--- src/rtl/urv_defs.sv ---
// Shared register map and CTRL bit layout for the uRV machine timer.
// Period registers only exist when URV_TIMER_PERIODIC_EN is defined.
package urv_defs;

    localparam int unsigned ADDR_TIME     = 0;
    localparam int unsigned ADDR_CTRL     = 1;
    localparam int unsigned ADDR_CMP_BASE = 2;

    localparam int unsigned CTRL_EN_BIT = 0;

    localparam int unsigned MAX_CMP          = 14;
    localparam int unsigned MAX_CMP_PERIODIC = 7;

    // Period registers sit directly after the last compare register.
    function automatic int unsigned addr_period_base(input int unsigned num_cmp);
        return ADDR_CMP_BASE + num_cmp;
    endfunction

endpackage

--- src/rtl/urv_timer_cmp.sv ---
// One compare channel: CMP register, IRQ level/pulse, and (with
// URV_TIMER_PERIODIC_EN) a period register that auto-advances CMP on a match.
module urv_timer_cmp #(
    parameter int unsigned g_width = 64
) (
    input  logic               clk_i,
    input  logic               rst_i,
    input  logic               cmp_wr_i,
`ifdef URV_TIMER_PERIODIC_EN
    input  logic               per_wr_i,
`endif
    input  logic [g_width-1:0] data_i,
    input  logic [g_width-1:0] time_i,
    output logic               irq_o
);

    logic [g_width-1:0] cmp_q;
    logic               hit;
    logic               irq_q;

    always_comb begin
        hit = (time_i >= cmp_q);
    end

`ifdef URV_TIMER_PERIODIC_EN
    logic [g_width-1:0] per_q;

    // Advancing CMP on the match edge makes the next compare fail, so the IRQ
    // becomes a single-cycle pulse; a zero period leaves CMP alone (level mode).
    always_ff @(posedge clk_i) begin
        if (!rst_i) begin
            cmp_q <= '1;
            per_q <= '0;
            irq_q <= 1'b0;
        end else begin
            irq_q <= hit;
            if (cmp_wr_i)
                cmp_q <= data_i;
            else if (hit && (per_q != '0))
                cmp_q <= cmp_q + per_q;
            if (per_wr_i)
                per_q <= data_i;
        end
    end
`else
    always_ff @(posedge clk_i) begin
        if (!rst_i) begin
            cmp_q <= '1;
            irq_q <= 1'b0;
        end else begin
            irq_q <= hit;
            if (cmp_wr_i)
                cmp_q <= data_i;
        end
    end
`endif

    assign irq_o = irq_q;

endmodule

--- src/rtl/urv_mtimer.sv ---
// Machine timer: prescaled tick counter, free-running cycle counter and
// g_num_cmp compare channels. Optional feature macro: URV_TIMER_PERIODIC_EN.
module urv_mtimer
    import urv_defs::*;
#(
    parameter int unsigned g_clock_frequency = 62500000,
    parameter int unsigned g_timer_frequency = 1000,
    parameter int unsigned g_width           = 64,
    parameter int unsigned g_num_cmp         = 2
) (
    input  logic                 clk_i,
    input  logic                 rst_i,
    input  logic                 cfg_wr_i,
    input  logic [3:0]           cfg_addr_i,
    input  logic [g_width-1:0]   cfg_data_i,
    output logic [g_width-1:0]   csr_time_o,
    output logic [g_width-1:0]   csr_cycles_o,
    output logic                 sys_tick_o,
    output logic [g_num_cmp-1:0] cmp_irq_o
);

    localparam longint PRESC_MAX = longint'(g_clock_frequency / g_timer_frequency) - 1;
    localparam logic [31:0] PRESC_TERM = 32'(PRESC_MAX);

`ifdef URV_TIMER_PERIODIC_EN
    localparam int unsigned CMP_LIMIT = MAX_CMP_PERIODIC;
`else
    localparam int unsigned CMP_LIMIT = MAX_CMP;
`endif

    if (PRESC_MAX < 1) begin : g_bad_presc
        $error("urv_mtimer: clock/timer frequency ratio must be at least 2");
    end
    if (g_width < 32 || g_width > 64) begin : g_bad_width
        $error("urv_mtimer: g_width must be in 32..64");
    end
    if (g_num_cmp < 1 || g_num_cmp > CMP_LIMIT) begin : g_bad_num_cmp
        $error("urv_mtimer: g_num_cmp out of range");
    end

    logic [31:0]          presc_q;
    logic                 tick_q;
    logic                 enable_q;
    logic [g_width-1:0]   time_q;
    logic [g_width-1:0]   cycles_q;

    logic                 wr_time;
    logic                 wr_ctrl;
    logic [g_num_cmp-1:0] wr_cmp;
`ifdef URV_TIMER_PERIODIC_EN
    logic [g_num_cmp-1:0] wr_per;
`endif

    always_comb begin
        wr_time = cfg_wr_i && (cfg_addr_i == 4'(ADDR_TIME));
        wr_ctrl = cfg_wr_i && (cfg_addr_i == 4'(ADDR_CTRL));
        wr_cmp  = '0;
`ifdef URV_TIMER_PERIODIC_EN
        wr_per  = '0;
`endif
        for (int unsigned n = 0; n < g_num_cmp; n++) begin
            wr_cmp[n] = cfg_wr_i && (cfg_addr_i == 4'(ADDR_CMP_BASE + n));
`ifdef URV_TIMER_PERIODIC_EN
            wr_per[n] = cfg_wr_i && (cfg_addr_i == 4'(addr_period_base(g_num_cmp) + n));
`endif
        end
    end

    // A TIME write wins over the tick increment; the prescaler keeps running.
    always_ff @(posedge clk_i) begin
        if (!rst_i) begin
            presc_q  <= '0;
            tick_q   <= 1'b0;
            enable_q <= 1'b1;
            time_q   <= '0;
            cycles_q <= '0;
        end else begin
            cycles_q <= cycles_q + 1'b1;
            if (enable_q)
                presc_q <= (presc_q == PRESC_TERM) ? '0 : presc_q + 32'd1;
            else
                presc_q <= '0;
            tick_q <= enable_q && (presc_q == PRESC_TERM);
            if (wr_time)
                time_q <= cfg_data_i;
            else if (tick_q)
                time_q <= time_q + 1'b1;
            if (wr_ctrl)
                enable_q <= cfg_data_i[CTRL_EN_BIT];
        end
    end

    for (genvar g = 0; g < g_num_cmp; g++) begin : g_cmp
        urv_timer_cmp #(
            .g_width(g_width)
        ) u_cmp (
            .clk_i    (clk_i),
            .rst_i    (rst_i),
            .cmp_wr_i (wr_cmp[g]),
`ifdef URV_TIMER_PERIODIC_EN
            .per_wr_i (wr_per[g]),
`endif
            .data_i   (cfg_data_i),
            .time_i   (time_q),
            .irq_o    (cmp_irq_o[g])
        );
    end

    assign csr_time_o   = time_q;
    assign csr_cycles_o = cycles_q;
    assign sys_tick_o   = tick_q;

endmodule

--- config.mk ---
export PLATFORM = sky130hd
export DESIGN_NAME = urv_mtimer
export DESIGN_NICKNAME = d
export VERILOG_FILES = /design/src/rtl/urv_defs.sv /design/src/rtl/urv_timer_cmp.sv /design/src/rtl/urv_mtimer.sv
export SDC_FILE = /design/constraint.sdc
export NUM_CORES = 1
export LEC_CHECK = 0
export ABC_CLOCK_PERIOD_IN_PS = 3700
export BUFFER_PORTS_ARGS = -buffer_cell sky130_fd_sc_hd__buf_2
export CORE_MARGIN = 2
export CORE_UTILIZATION = 45
export CTS_CLUSTER_SIZE = 24
export DETAILED_ROUTE_END_ITERATION = 16
export GPL_TIMING_DRIVEN = 0
export RECOVER_POWER = 100
export SLEW_MARGIN = 20
export SYNTH_ARGS = -nofsm -noshare
export SYNTH_HDL_FRONTEND = slang
export SYNTH_HIERARCHICAL = 1
export SYNTH_SLANG_ARGS = --single-unit
--- constraint.sdc ---
create_clock -name clk_i -period 3.7 [get_ports clk_i]
set_input_delay 1.11 -clock clk_i [delete_from_list [all_inputs] [get_ports clk_i]]
set_output_delay 1.11 -clock clk_i [all_outputs]
set_load 0.05 [all_outputs]
=== Word level (Yosys, flattened, before mapping) ===
Index checks and enable logic that the tools add are counted.

* $add $sub $neg: 3
* Order comparisons: 2
* Equal/unequal tests: 4
* Mux-type cells: 2
* Bitwise operators: 2
* Reductions and logical operators: 8

{| class="wikitable"
|+ Operator list
! cell !! count
|-
| $add 64x1->64 const B || 2
|-
| $ge 64x64->1 || 2
|-
| $mux 64 || 2
|-
| $add 32x1->32 const B || 1
|-
| $eq 32x16->1 const B || 1
|-
| $eq 4x2->1 const B || 2
|-
| $logic_and 1x1->1 || 5
|-
| $eq 4x1->1 const B || 1
|-
| $logic_not 4->1 || 1
|-
| $reduce_or 3->1 || 1
|-
| $not 1->1 || 2
|-
| $reduce_bool 2->1 || 1
|}

* Bits in registers: 292
* Bits of input ports: 71
* Output and inout port bits: 131

=== Logic depth before layout (Yosys ltp) ===
Gate-level depths: netlist (run 1).

* Depth after elaboration: 3
* Mapped depth: 8
* Mapped depth without buffers: 8

=== By module ===
The synthesis (run 1) kept the hierarchy.

{| class="wikitable"
|+ Modules (own cells, without submodules)
! module !! instances !! cells each !! area an instance (um2)
|-
| urv_mtimer || 1 || 1054 || 8473.1
|-
| urv_timer_cmp || 2 || 435 || 3699.8
|}

=== Least setup slack after synthesis (run 1) ===
OpenSTA, ideal clock, no wires.

* Path type: input -> register
* From: input cfg_addr_i[1]
* To: register time_q[55], in the netlist csr_time_o[55]
* Setup time: 0.127 ns
* Arrival time: 2.732 ns
* Data required time: 3.573 ns
* Setup slack: 0.840 ns
* Cell stages on the path: 6
* Buffers on the path: 1
* Cells stage by stage: or4b_1 > nand2b_1 > clkbuf_1 > and3_1 > a32o_1 > or3b_1

* Cells in the longest elaborated chain, start to end: 3

{| class="wikitable"
|+ RTL lines
! item !! line !! text
|-
| start: declaration || urv_mtimer.sv:14 || <nowiki>input logic [3:0] cfg_addr_i,</nowiki>
|-
| $logic_not 4->1 (*) || urv_mtimer.sv:55 || <nowiki>wr_time = cfg_wr_i && (cfg_addr_i == 4'(ADDR_TIME));</nowiki>
|-
| $logic_and 1x1->1 (*) || urv_mtimer.sv:55 ||
|-
| $mux 64 or $reduce_bool 2->1 (tied branches) || n/a ||
|-
| end signal: assignment || urv_mtimer.sv:85 || <nowiki>time_q <= cfg_data_i;</nowiki>
|-
| end signal: assignment || urv_mtimer.sv:87 || <nowiki>time_q <= time_q + 1'b1;</nowiki>
|-
| end: declaration || urv_mtimer.sv:44 || <nowiki>logic [g_width-1:0] time_q;</nowiki>
|}

Every way passes the cells marked *; elsewhere a longest branch is shown, timed or not.
A chain may end at the register's enable or synchronous reset.

=== Final worst setup path (run 1) ===
* From: input cfg_addr_i[2]
* To: register g_cmp[0].u_cmp.cmp_q[14]

* Cells in the longest elaborated chain, start to end: 2

{| class="wikitable"
|+ RTL lines
! item !! line !! text
|-
| $eq 4x2->1 || urv_mtimer.sv:62 || <nowiki>wr_cmp[n] = cfg_wr_i && (cfg_addr_i == 4'(ADDR_CMP_BASE + n));</nowiki>
|-
| $logic_and 1x1->1 || urv_mtimer.sv:62 ||
|-
| named net wr_cmp[0] || urv_mtimer.sv:49 || <nowiki>logic [g_num_cmp-1:0] wr_cmp;</nowiki>
|-
| end signal: assignment || urv_timer_cmp.sv:53 || <nowiki>cmp_q <= data_i;</nowiki>
|-
| end: declaration || urv_timer_cmp.sv:17 || <nowiki>logic [g_width-1:0] cmp_q;</nowiki>
|}

The timed path passes the listed nets, and every way through them passes these cells.

==> results of run 1 <==
## area by class of cell
class | instances | area, µm²
diodes | 2 | 5.005
clock buffers | 49 | 1051
plain buffers | 106 | 407.9
multi-input cells | 1372 | 9011
well taps | 455 | 569.3
flip-flops and latches | 292 | 5846
clock inverters | 12 | 265.3
inverters | 154 | 578.1
fillers | 3436 | 16060
repair buffers | 201 | 838.3
## sequential cells by signal, summed over array words and instances (netlist names)
register and count:
presc_q 32, csr_time_o 64, enable_q 1, g_cmp.u_cmp/cmp_q 128, g_cmp.u_cmp/irq_o 2, csr_cycles_o 64
sys_tick_o 1
## where the power goes
group	leakage (µW)	switching, µW	total [µW]	internal, µW
Combinational	0.00482	361	499	138
Clock	0.000639	1380	3920	2540
Sequential	0.00237	76.1	3280	3210
Total	0.00783	1820	7700	5880
## stage by stage
stage	std cells	instance area (µm²)	setup TNS (ns)	hold slack, ns	worst slack, ns
after floorplan	1924	15870	0	0.4194	0.8405
after global placement	2580	17450	-1.782	0.4406	-0.1055
after detailed placement	2580	17450	-3.488	0.4445	-0.1815
after CTS	2641	18760	0	0.4579	0.3469
after global routing	2641	18570	0	0.4836	0.08156
final	2643	18570	0	0.4630	0.2701
## critical path: stages
cell	delay (ns)
sky130_fd_sc_hd__buf_2	0.10
sky130_fd_sc_hd__nor2_1	0.08
sky130_fd_sc_hd__nand3_1	0.16
sky130_fd_sc_hd__nor2_1	0.12
sky130_fd_sc_hd__clkbuf_1	0.84
sky130_fd_sc_hd__clkbuf_1	0.73
sky130_fd_sc_hd__clkbuf_1	0.50
sky130_fd_sc_hd__nand2_1	0.11
sky130_fd_sc_hd__o211ai_1	0.11
## worst max-delay path by stage
stage	start	to	slack (ns)	cells past startpoint
after floorplan	cfg_addr_i[1]	csr_time_o[55]$_SDFFE_PN0P_	0.84	6
after global placement	cfg_addr_i[3]	g_cmp[0].u_cmp/cmp_q[22]$_SDFFE_PN1P_	-0.11	9
after detailed placement	cfg_addr_i[3]	g_cmp[0].u_cmp/cmp_q[17]$_SDFFE_PN1P_	-0.18	9
after CTS	cfg_addr_i[3]	g_cmp[0].u_cmp/cmp_q[17]$_SDFFE_PN1P_	0.35	9
after global routing	cfg_addr_i[3]	g_cmp[0].u_cmp/cmp_q[15]$_SDFFE_PN1P_	0.08	9
final	cfg_addr_i[2]	g_cmp[0].u_cmp/cmp_q[14]$_SDFFE_PN1P_	0.27	9
## cells in the mapped netlist (all sizes together), types with 66 or more instances
| cell type | n |
|---|---|
| nand2 | 224 |
| nand4 | 77 |
| nor2 | 97 |
| clkbuf | 86 |
| inv | 154 |
| o21ai | 68 |
| nand3 | 92 |
| ha | 131 |
| o211ai | 128 |
| a21oi | 112 |
| dfxtp | 292 |
| xnor2 | 66 |
## layout by cell type (no fill, tap or decap), types with 6 or more instances in the layout
cell type,instances
sky130_fd_sc_hd__dfxtp_1,292
sky130_fd_sc_hd__clkbuf_1,235
sky130_fd_sc_hd__nand2_1,224
sky130_fd_sc_hd__inv_1,154
sky130_fd_sc_hd__ha_1,131
sky130_fd_sc_hd__o211ai_1,128
sky130_fd_sc_hd__a21oi_1,112
sky130_fd_sc_hd__nor2_1,97
sky130_fd_sc_hd__nand3_1,92
sky130_fd_sc_hd__nand4_1,76
sky130_fd_sc_hd__buf_2,68
sky130_fd_sc_hd__o21ai_0,68
sky130_fd_sc_hd__xnor2_1,66
sky130_fd_sc_hd__nor3_1,42
sky130_fd_sc_hd__nor4_1,37
sky130_fd_sc_hd__clkbuf_16,37
sky130_fd_sc_hd__and4_1,29
sky130_fd_sc_hd__or3_1,29
sky130_fd_sc_hd__or4_1,28
sky130_fd_sc_hd__xor2_1,26
sky130_fd_sc_hd__a211oi_1,21
sky130_fd_sc_hd__and3_1,20
sky130_fd_sc_hd__o31ai_1,20
sky130_fd_sc_hd__a21o_1,16
sky130_fd_sc_hd__and2_1,11
sky130_fd_sc_hd__clkbuf_8,8
sky130_fd_sc_hd__bufinv_16,8
sky130_fd_sc_hd__a221o_1,8
sky130_fd_sc_hd__a31oi_1,7
sky130_fd_sc_hd__a311oi_1,7
sky130_fd_sc_hd__buf_1,6
## layer usage
metal | global-route usage (%) | up-vias | wire (µm)
li1 | - | 7476 | -
met1 | 39.10 | 7330 | 23520
met2 | 41.77 | 503 | 22050
met3 | 4.111 | 94 | 3543
met4 | 8.314 | 2 | 1368
met5 | 0 | - | 16
## logic make-up (layout without fill, tap and decap cells)
family,Yosys count,in the layout,share of synthesized area [%]
buf+inv,260,522,6.251
flops,292,292,36.83
xor+xnor,92,92,5.076
simple gates,728,728,23.93
compound gates,416,416,17.27
fa+ha+maj,131,131,10.33
other cells,0,2,0
mux,5,5,0.3153
==> flow_summary.yaml, run 1 <==
cts:
  cts_max_path_buffers: 3
  h_tree_level_count: 2
  tritoncts_num_sinks: 292
  cts_root_buf: "sky130_fd_sc_hd__clkbuf_16"
  worstSkewPairLatency_ns: 0.52
  clk_transition_reported_paths_ns: 0.06
  cts_post_setup_buffers_inserted: 0
  tritoncts: "done"
  cts_resized: 0
  cts-hold-fix-buffers: 0
  cts_made_buffers: 37
synthesis:
  synth.avg_cell_area_um2: 8.250
  ys_dominant_reg_cell: "sky130_fd_sc_hd__dfxtp_1"
  netlist_top_cells_area: "sky130_fd_sc_hd__dfxtp_1 37%, sky130_fd_sc_hd__ha_1 10%, sky130_fd_sc_hd__o211ai_1 6.1%"
  yosys_register_bits: 292
  synthesized_nets: 2126
  synth.distinct_cells: 64
  async_flop_share_pct: 0
  synth.yosys.seq_area_share_pct: 36.83
  synth_warnings: 6
  netlist_area_mm2: 0.01587
  synth_top_area_share_pct: 36.83
  netlist_instances: 1924
  edff_count_synth: 0
  synth_top_area_cell: "sky130_fd_sc_hd__dfxtp_1"
route:
  ant_nets: 0
  drt-total-wl_um: 50500
  drtIter0Drc: 1052
  wl_per_cell_um: 19.11
  drtPass1Iterations: 6
  drc: 0
  viasPerCell: 5.829
  via_count: 15405
layout:
  design.final.nets: 2366
  layout.core_utilization_pct: 53.63
  flow.area_growth_from_synthesis_pct: 17.00
  post_route_cells_drive_above_1_share_pct: 6.450
global_routing:
  grt_max_degree: 14
  grt_pass1_wl_um: 79360
  grt_overflow: 0
  grtUsageTotal_pct: 27.19
  grt_antenna_before_repair: 2
  first_global_vias: 14299
sta:
  grt_setup_unrepaired: "no"
  timing.final.setup_violations: 0
  skew_ns: 0.02380
  final_min_period_over_clock_period_pct: 92.70
  final_hold_viol_count: 0
  max_slew.worst_pin.slew_ns: 1.122
  maxClockFrequency_mhz: 291.6
  max_transition_viols_final: 0
  maxSlewHeadroom_pct: 25.23
  period_minus_slack_ns: 3.430
worst_setup_path:
  timing_worst_setup_path_type: "in2reg"
  timing.rr.start: "csr_time_o[3]$_SDFFE_PN0P_"
  critPathRequiredTime_ns: 4.14
  kind_of_start_point_of_the_critical_path: "input port"
  worst_ep_arrival_time_ns: 3.87
  reg2reg_slack_ns: 0.32
  timing.reg2reg.worst_path_depth: 7
  critPathMaxFanout: 10
  worstReg2RegEnd: "csr_time_o[47]$_SDFFE_PN0P_"
  cp-end-kind: "flop"
hold_path:
  hp-class: "reg2reg"
  worstHoldPathCells: 2
  holdPathEnd: "sys_tick_o$_SDFF_PN0_"
  worstHoldStart: "enable_q$_SDFFE_PN1P_"
power:
  power_density_mw_per_mm2: 414.6
  cellLeakagePower_uw: 0.007827
  finalPower_uw: 7699
  worst_ir_drop_vdd_mv: 0.3225
floorplan:
  floorplan.die_area_mm2: 0.03679
  chipWidth_um: 191.8
  effective_utilization_at_floorplan_pct: 45.84
  fp.dieH_um: 191.8
  rows: 68
  io_pins: 202
  core_area_mm2: 0.03463
placement:
  place.detailed.hpwl_um: 38230
  place.gp.congestion: 0.8794
  numPortBuffers: 201
run_status:
  run_status: "completed"
flow_run:
  timing.max_cap.violations: 0
No activity file was read; power rests on OpenSTA's default activity.
==> run 2: changes to the inputs <==
--- a/config.mk
+++ b/config.mk
@@ -8,7 +8,7 @@
 export ABC_CLOCK_PERIOD_IN_PS = 3700
 export BUFFER_PORTS_ARGS = -buffer_cell sky130_fd_sc_hd__buf_2
 export CORE_MARGIN = 2
-export CORE_UTILIZATION = 45
+export CORE_UTILIZATION = 30
 export CTS_CLUSTER_SIZE = 24
 export DETAILED_ROUTE_END_ITERATION = 16
 export GPL_TIMING_DRIVEN = 0
==> constraint.sdc (replaced) <==
create_clock -name clk_i -period 3.7 [get_ports clk_i]
set_input_delay 1.11 -clock clk_i [delete_from_list [all_inputs] [get_ports clk_i]]
set_output_delay 1.11 -clock clk_i [all_outputs]
set_load 0.02 [all_outputs]
==> run 2 against run 1 <==
Net effect:
- critical path depth is the same
- critical endpoint is now g_cmp[0].u_cmp/cmp_q[15]$_SDFFE_PN1P_
- utilization shrank 18 points
- setup slack gained 0.067 ns
- sequential power is essentially flat
- first-iteration DRC count shrank 0.48%
- worst hold slack lost 0.0036 ns
- clock power shrank 7.4%
- global-route usage shrank 8.1 points
- critical path type unchanged
- die area grew 49%
==> flow_summary.yaml, run 2 (same netlist as run 1, synthesis figures left out) <==
sta:
  grt_setup_unrepaired: "no"
  timing.final.setup_violations: 0
  final_hold_viol_count: 0
  fin_setup_tns_ns: 0
  final_min_period_over_clock_period_pct: 90.90
  max_slew.worst_pin.slew_ns: 1.043
  max_transition_viols_final: 0
  skew_ns: 0.03027
  maxClockFrequency_mhz: 297.3
  period_minus_slack_ns: 3.363
  maxSlewHeadroom_pct: 30.48
  hold-worst-slack_ns: 0.4594
layout:
  design.final.nets: 2365
  final.fill_count: 5514
  max_flop_register: "g_cmp.u_cmp/cmp_q"
  flow.area_growth_from_synthesis_pct: 18.28
  final_cell_mix: "292 x sky130_fd_sc_hd__dfxtp_1, 235 x sky130_fd_sc_hd__clkbuf_1, 224 x sky130_fd_sc_hd__nand2_1"
  ff_latch_area_mm2: 0.005846
  final-instance-count-excl-fill: 2880
  number_of_flip_flops_in_the_largest_register: 128
  area_of_the_multi_input_gates_mm2: 0.009022
  post_route_cells_drive_above_1_share_pct: 6.493
  most_common_library_cell_in_the_layout_ignoring_fill_and_taps: "sky130_fd_sc_hd__dfxtp_1"
worst_setup_path:
  critPathRequiredTime_ns: 4.17
  worstReg2RegEnd: "csr_time_o[47]$_SDFFE_PN0P_"
  kind_of_start_point_of_the_critical_path: "input port"
  worst_path_most_repeated_cell: "sky130_fd_sc_hd__clkbuf_1"
  cp-end-kind: "flop"
  worst_ep_arrival_time_ns: 3.83
  reg2reg_slack_ns: 0.44
  timing.reg2reg.worst_path_depth: 7
  slowest_delay_ns: 0.78
  slowest_cell_on_the_critical_path: "sky130_fd_sc_hd__clkbuf_1"
  worstPathCellList: "buf_2, nor2_1, nand3_1, nor2_1, clkbuf_1, clkbuf_1, clkbuf_1, nand2_1, o211ai_1"
  timing.rr.start: "csr_time_o[7]$_SDFFE_PN0P_"
  critPathMaxFanout: 10
  timing_worst_setup_path_type: "in2reg"
power:
  comb_power_share_pct: 6.1
  power_density_mw_per_mm2: 392.2
  internal_dissipation_uw: 5530
  seqPwrFrac_pct: 44.6
  finalPower_uw: 7364
  power.switching_fraction_pct: 24.91
  worst_ir_drop_vdd_mv: 0.2664
  cellLeakagePower_uw: 0.007804
  net-switching-power_uw: 1834
  relative_contribution_of_the_clock_network_to_total_power_pct: 49.3
cts:
  cts_resized: 0
  tritoncts_num_sinks: 292
  tritoncts: "done"
  h_tree_level_count: 2
  cts_max_path_buffers: 3
  clk_transition_reported_paths_ns: 0.06
  cts_made_buffers: 36
  cts-hold-fix-buffers: 0
  cts_root_buf: "sky130_fd_sc_hd__clkbuf_16"
  worstSkewPairLatency_ns: 0.55
  cts_post_setup_buffers_inserted: 0
route:
  ant_nets: 0
  drtIter0Drc: 1047
  drc: 0
  drt-total-wl_um: 53970
  wl_per_cell_um: 18.74
  drtPass1Iterations: 5
  via_count: 15603
  viasPerCell: 5.418
global_routing:
  grt_pass1_wl_um: 82450
  first_global_vias: 14689
  grtUsageTotal_pct: 19.06
  grt_antenna_before_repair: 8
  grt_overflow: 0
  grt_max_degree: 14
floorplan:
  chipWidth_um: 234.0
  floorplan.die_area_mm2: 0.05477
  rows: 84
  effective_utilization_at_floorplan_pct: 30.27
  fp.dieH_um: 234.0
  core_area_mm2: 0.05245
  io_pins: 202
flow_run:
  timing.max_cap.violations: 0
placement:
  place.gp.congestion: 0.8751
  placedCellCount: 2813
  place.detailed.hpwl_um: 41200
  numPortBuffers: 201
hold_path:
  hp-class: "reg2reg"
  holdPathEnd: "presc_q[0]$_SDFF_PP0_"
  worstHoldStart: "presc_q[0]$_SDFF_PP0_"
  worstHoldPathCells: 1
run_status:
  run_status: "completed"
==> run 2: cell types whose count changed in the layout (fill, tap and decap cells not counted), moves of 2 or more <==
cell / change
sky130_fd_sc_hd__buf_2: +4
sky130_fd_sc_hd__and2_0: -2
sky130_fd_sc_hd__bufinv_16: -4
sky130_fd_sc_hd__clkinv_2: +3
sky130_fd_sc_hd__clkbuf_8: -3
sky130_fd_sc_hd__inv_6: +3
sky130_fd_sc_hd__and2_1: +2
sky130_fd_sc_hd__diode_2: +3
==> run 2: per-stage QoR <==
step                utilization, %  area [µm²]  setup slack, ns
finish                       35.80       18770           0.3367
global route                 35.79       18770           0.1864
CTS                          36.12       18940           0.4059
detailed placement           33.82       17740          -0.1488
global placement             33.82       17740          -0.1624
floorplan                        -       15870           0.8405
==> run 2: power by group through the flow <==
| stage | Combinational (µW) | Sequential (µW) | Clock (µW) |
|---|---|---|---|
| final | 447 | 3290 | 3630 |
| after CTS | 452 | 3280 | 3710 |
| after global placement | 437 | 3350 | 0 |
| after detailed placement | 449 | 3350 | 0 |
| after global routing | 493 | 3290 | 3820 |
| after floorplan | 214 | 3360 | 0 |
==> run 2: cell type report <==
type                            instances  area share [%]
Antenna cell                            5         0.06664
Clock inverter                         14           1.113
Tap cell                              688           4.585
Inverter                              154           3.079
Timing Repair Buffer                  201           4.478
Multi-Input combinational cell       1372           48.06
Clock buffer                           48           5.305
Sequential cell                       292           31.14
Buffer                                106           2.179
==> run 2: worst max path at each step <==
stage | from | endpoint | slack (ns) | cells past startpoint
after floorplan | cfg_addr_i[1] | csr_time_o[55]$_SDFFE_PN0P_ | 0.84 | 6
after global placement | cfg_addr_i[3] | g_cmp[0].u_cmp/cmp_q[20]$_SDFFE_PN1P_ | -0.16 | 9
after detailed placement | cfg_addr_i[3] | g_cmp[0].u_cmp/cmp_q[21]$_SDFFE_PN1P_ | -0.15 | 9
after CTS | cfg_addr_i[3] | g_cmp[0].u_cmp/cmp_q[21]$_SDFFE_PN1P_ | 0.41 | 9
after global routing | csr_time_o[7]$_SDFFE_PN0P_ | csr_time_o[43]$_SDFFE_PN0P_ | 0.19 | 7
final | cfg_addr_i[3] | g_cmp[0].u_cmp/cmp_q[15]$_SDFFE_PN1P_ | 0.34 | 9
==> run 2: worst max-delay path, delay by kind of cell <==
kind	cells	cell delay (ns)
buf+inv	4	2.11
simple gates	4	0.49
compound gates	1	0.11
==> run 2: metal layers <==
metal  up-vias  wire (µm)  global-route usage [%]
met5         -         45                       0
met4         6       1881                   6.982
met3       119       4250                   3.636
met2       563      24880                   31.78
met1      7432      22910                   24.39
li1       7483          -                       -
==> run 3: changes to the inputs <==
--- a/config.mk
+++ b/config.mk
@@ -9,6 +9,7 @@
 export BUFFER_PORTS_ARGS = -buffer_cell sky130_fd_sc_hd__buf_2
 export CORE_MARGIN = 2
 export CORE_UTILIZATION = 30
+export CTS_BUF_LIST = sky130_fd_sc_hd__clkbuf_4
 export CTS_CLUSTER_SIZE = 24
 export DETAILED_ROUTE_END_ITERATION = 16
 export GPL_TIMING_DRIVEN = 0
==> run 3 against run 2 <==
Net effect:
- worst hold slack barely moved
- setup slack improved by 0.20 ns
- sequential share of layout area rose by 0.47 points
- combinational power barely moved
- critical endpoint is now g_cmp[0].u_cmp/cmp_q[21]$_SDFFE_PN1P_
- largest cell class unchanged
==> flow_summary.yaml, run 3 (same netlist as run 1, synthesis figures left out) <==
run_status:
  run_status: "completed"
sta:
  timing.final.setup_violations: 0
  skew_ns: 0.07119
  max_slew.worst_pin.slew_ns: 1.047
  final_min_period_over_clock_period_pct: 85.48
  maxSlewHeadroom_pct: 30.20
  period_minus_slack_ns: 3.163
  maxClockFrequency_mhz: 316.2
  max_transition_viols_final: 0
  hold-worst-slack_ns: 0.4593
  final_hold_viol_count: 0
  grt_setup_unrepaired: "no"
power:
  relative_contribution_of_the_clock_network_to_total_power_pct: 42.9
  power.switching_fraction_pct: 27.68
  cellLeakagePower_uw: 0.007778
  net-switching-power_uw: 1809
  worst_ir_drop_vdd_mv: 0.1882
  finalPower_uw: 6536
  power_density_mw_per_mm2: 353.4
  internal_dissipation_uw: 4727
  comb_power_share_pct: 6.9
  seqPwrFrac_pct: 50.3
floorplan:
  effective_utilization_at_floorplan_pct: 30.27
  floorplan.die_area_mm2: 0.05477
  rows: 84
  core_area_mm2: 0.05245
  fp.dieH_um: 234.0
  io_pins: 202
  chipWidth_um: 234.0
layout:
  most_common_library_cell_in_the_layout_ignoring_fill_and_taps: "sky130_fd_sc_hd__dfxtp_1"
  post-route-cell-area_mm2: 0.01850
  number_of_flip_flops_in_the_largest_register: 128
  max_flop_register: "g_cmp.u_cmp/cmp_q"
  design.final.nets: 2412
  final_cell_mix: "292 x sky130_fd_sc_hd__dfxtp_1, 228 x sky130_fd_sc_hd__clkbuf_1, 224 x sky130_fd_sc_hd__nand2_1"
  flow.area_growth_from_synthesis_pct: 16.52
  post_route_cells_drive_above_1_share_pct: 9.131
placement:
  place.gp.congestion: 0.8751
  numPortBuffers: 201
  place.detailed.hpwl_um: 41200
  placed_cell_area_mm2: 0.01774
global_routing:
  grt_pass1_wl_um: 82790
  first_global_vias: 14886
  grt_max_degree: 12
  grt_overflow: 0
  grtUsageTotal_pct: 19.34
  grt_antenna_before_repair: 9
worst_setup_path:
  worst_path_most_repeated_cell: "sky130_fd_sc_hd__clkbuf_1"
  worstPathCellList: "buf_2, nor2_1, nand3_1, nor2_1, clkbuf_1, clkbuf_1, clkbuf_1, nand2_1, o211ai_1"
  slowest_cell_on_the_critical_path: "sky130_fd_sc_hd__clkbuf_1"
  cp-end-kind: "flop"
  slowest_delay_ns: 0.78
  reg2reg_slack_ns: 0.67
  worst_ep_arrival_time_ns: 3.86
  timing_worst_setup_path_type: "in2reg"
  timing.reg2reg.worst_path_depth: 7
  worstReg2RegEnd: "csr_time_o[47]$_SDFFE_PN0P_"
  critPathRequiredTime_ns: 4.40
  timing.rr.start: "csr_time_o[7]$_SDFFE_PN0P_"
  critPathMaxFanout: 10
  kind_of_start_point_of_the_critical_path: "input port"
route:
  viasPerCell: 5.361
  wl_per_cell_um: 18.47
  ant_nets: 0
  drtIter0Drc: 1064
  via_count: 15811
  drt-total-wl_um: 54470
  drc: 0
  drtPass1Iterations: 5
cts:
  cts_resized: 0
  worstSkewPairLatency_ns: 0.83
  cts_post_setup_buffers_inserted: 0
  tritoncts_num_sinks: 292
  tritoncts: "done"
  clk_transition_reported_paths_ns: 0.06
  h_tree_level_count: 3
  cts_made_buffers: 83
  cts_root_buf: "sky130_fd_sc_hd__clkbuf_4"
  cts-hold-fix-buffers: 0
  cts_max_path_buffers: 3
hold_path:
  worstHoldStart: "presc_q[0]$_SDFF_PP0_"
  hp-class: "reg2reg"
  worstHoldPathCells: 1
  holdPathEnd: "presc_q[0]$_SDFF_PP0_"
flow_run:
  timing.max_cap.violations: 0
## run 3: changes by cell type in the layout (fill, tap and decap cells not counted), moves of 3 or more
cell,delta
sky130_fd_sc_hd__clkbuf_4,+112
sky130_fd_sc_hd__clkbuf_16,-36
sky130_fd_sc_hd__clkinv_1,+13
sky130_fd_sc_hd__clkbuf_1,-7
sky130_fd_sc_hd__clkbuf_8,-5
sky130_fd_sc_hd__bufinv_16,-4
sky130_fd_sc_hd__clkinv_2,-3
sky130_fd_sc_hd__inv_6,-3
## run 3: final cells by class
cell class,instances,area (µm²)
well taps,688,860.8
repair buffers,201,840.8
clock buffers,112,840.8
plain buffers,106,412.9
diodes,5,12.51
clock inverters,19,81.33
multi-input cells,1372,9022
fillers,5559,33950
inverters,154,578.1
flip-flops and latches,292,5846
## run 3: worst max path at each step
stage	from	endpoint	slack (ns)	cells past startpoint
floorplan	cfg_addr_i[1]	csr_time_o[55]$_SDFFE_PN0P_	0.84	6
global placement	cfg_addr_i[3]	g_cmp[0].u_cmp/cmp_q[20]$_SDFFE_PN1P_	-0.16	9
detailed placement	cfg_addr_i[3]	g_cmp[0].u_cmp/cmp_q[21]$_SDFFE_PN1P_	-0.15	9
CTS	cfg_addr_i[3]	g_cmp[0].u_cmp/cmp_q[21]$_SDFFE_PN1P_	0.71	9
global route	csr_time_o[7]$_SDFFE_PN0P_	csr_time_o[55]$_SDFFE_PN0P_	0.45	6
finish	cfg_addr_i[3]	g_cmp[0].u_cmp/cmp_q[21]$_SDFFE_PN1P_	0.54	9
## run 3: through the flow
stage               setup slack [ns]  utilization (%)  TNS (ns)  cells
floorplan                     0.8405                -         0   1924
global placement             -0.1624            33.82    -3.588   2813
detailed placement           -0.1488            33.82    -3.426   2813
CTS                           0.7150            35.58         0   2944
global route                  0.4454            35.26         0   2947
finish                        0.5371            35.27         0   2949
## run 3: worst max-delay path, delay by kind of cell
kind | cells | cell delay (ns)
and+or+nand+nor | 4 | 0.48
buffers and inverters | 4 | 2.14
AOI/OAI and AO/OA | 1 | 0.10
## run 3: metal layers
metal | vias up | track usage (%) | part of all wire (%)
met5 | - | 0 | 0.073
met4 | 6 | 7.911 | 3.5
met3 | 138 | 4.779 | 7.8
met2 | 600 | 31.41 | 46
met1 | 7450 | 24.45 | 43
li1 | 7617 | - | -
## run 3: power by group through the flow
stage               sequential [µW]  clock, µW  combinational, µW
floorplan                      3360          0                214
global placement               3350          0                437
detailed placement             3350          0                449
CTS                            3280       2890                451
global route                   3290       3050                492
finish                         3290       2800                448
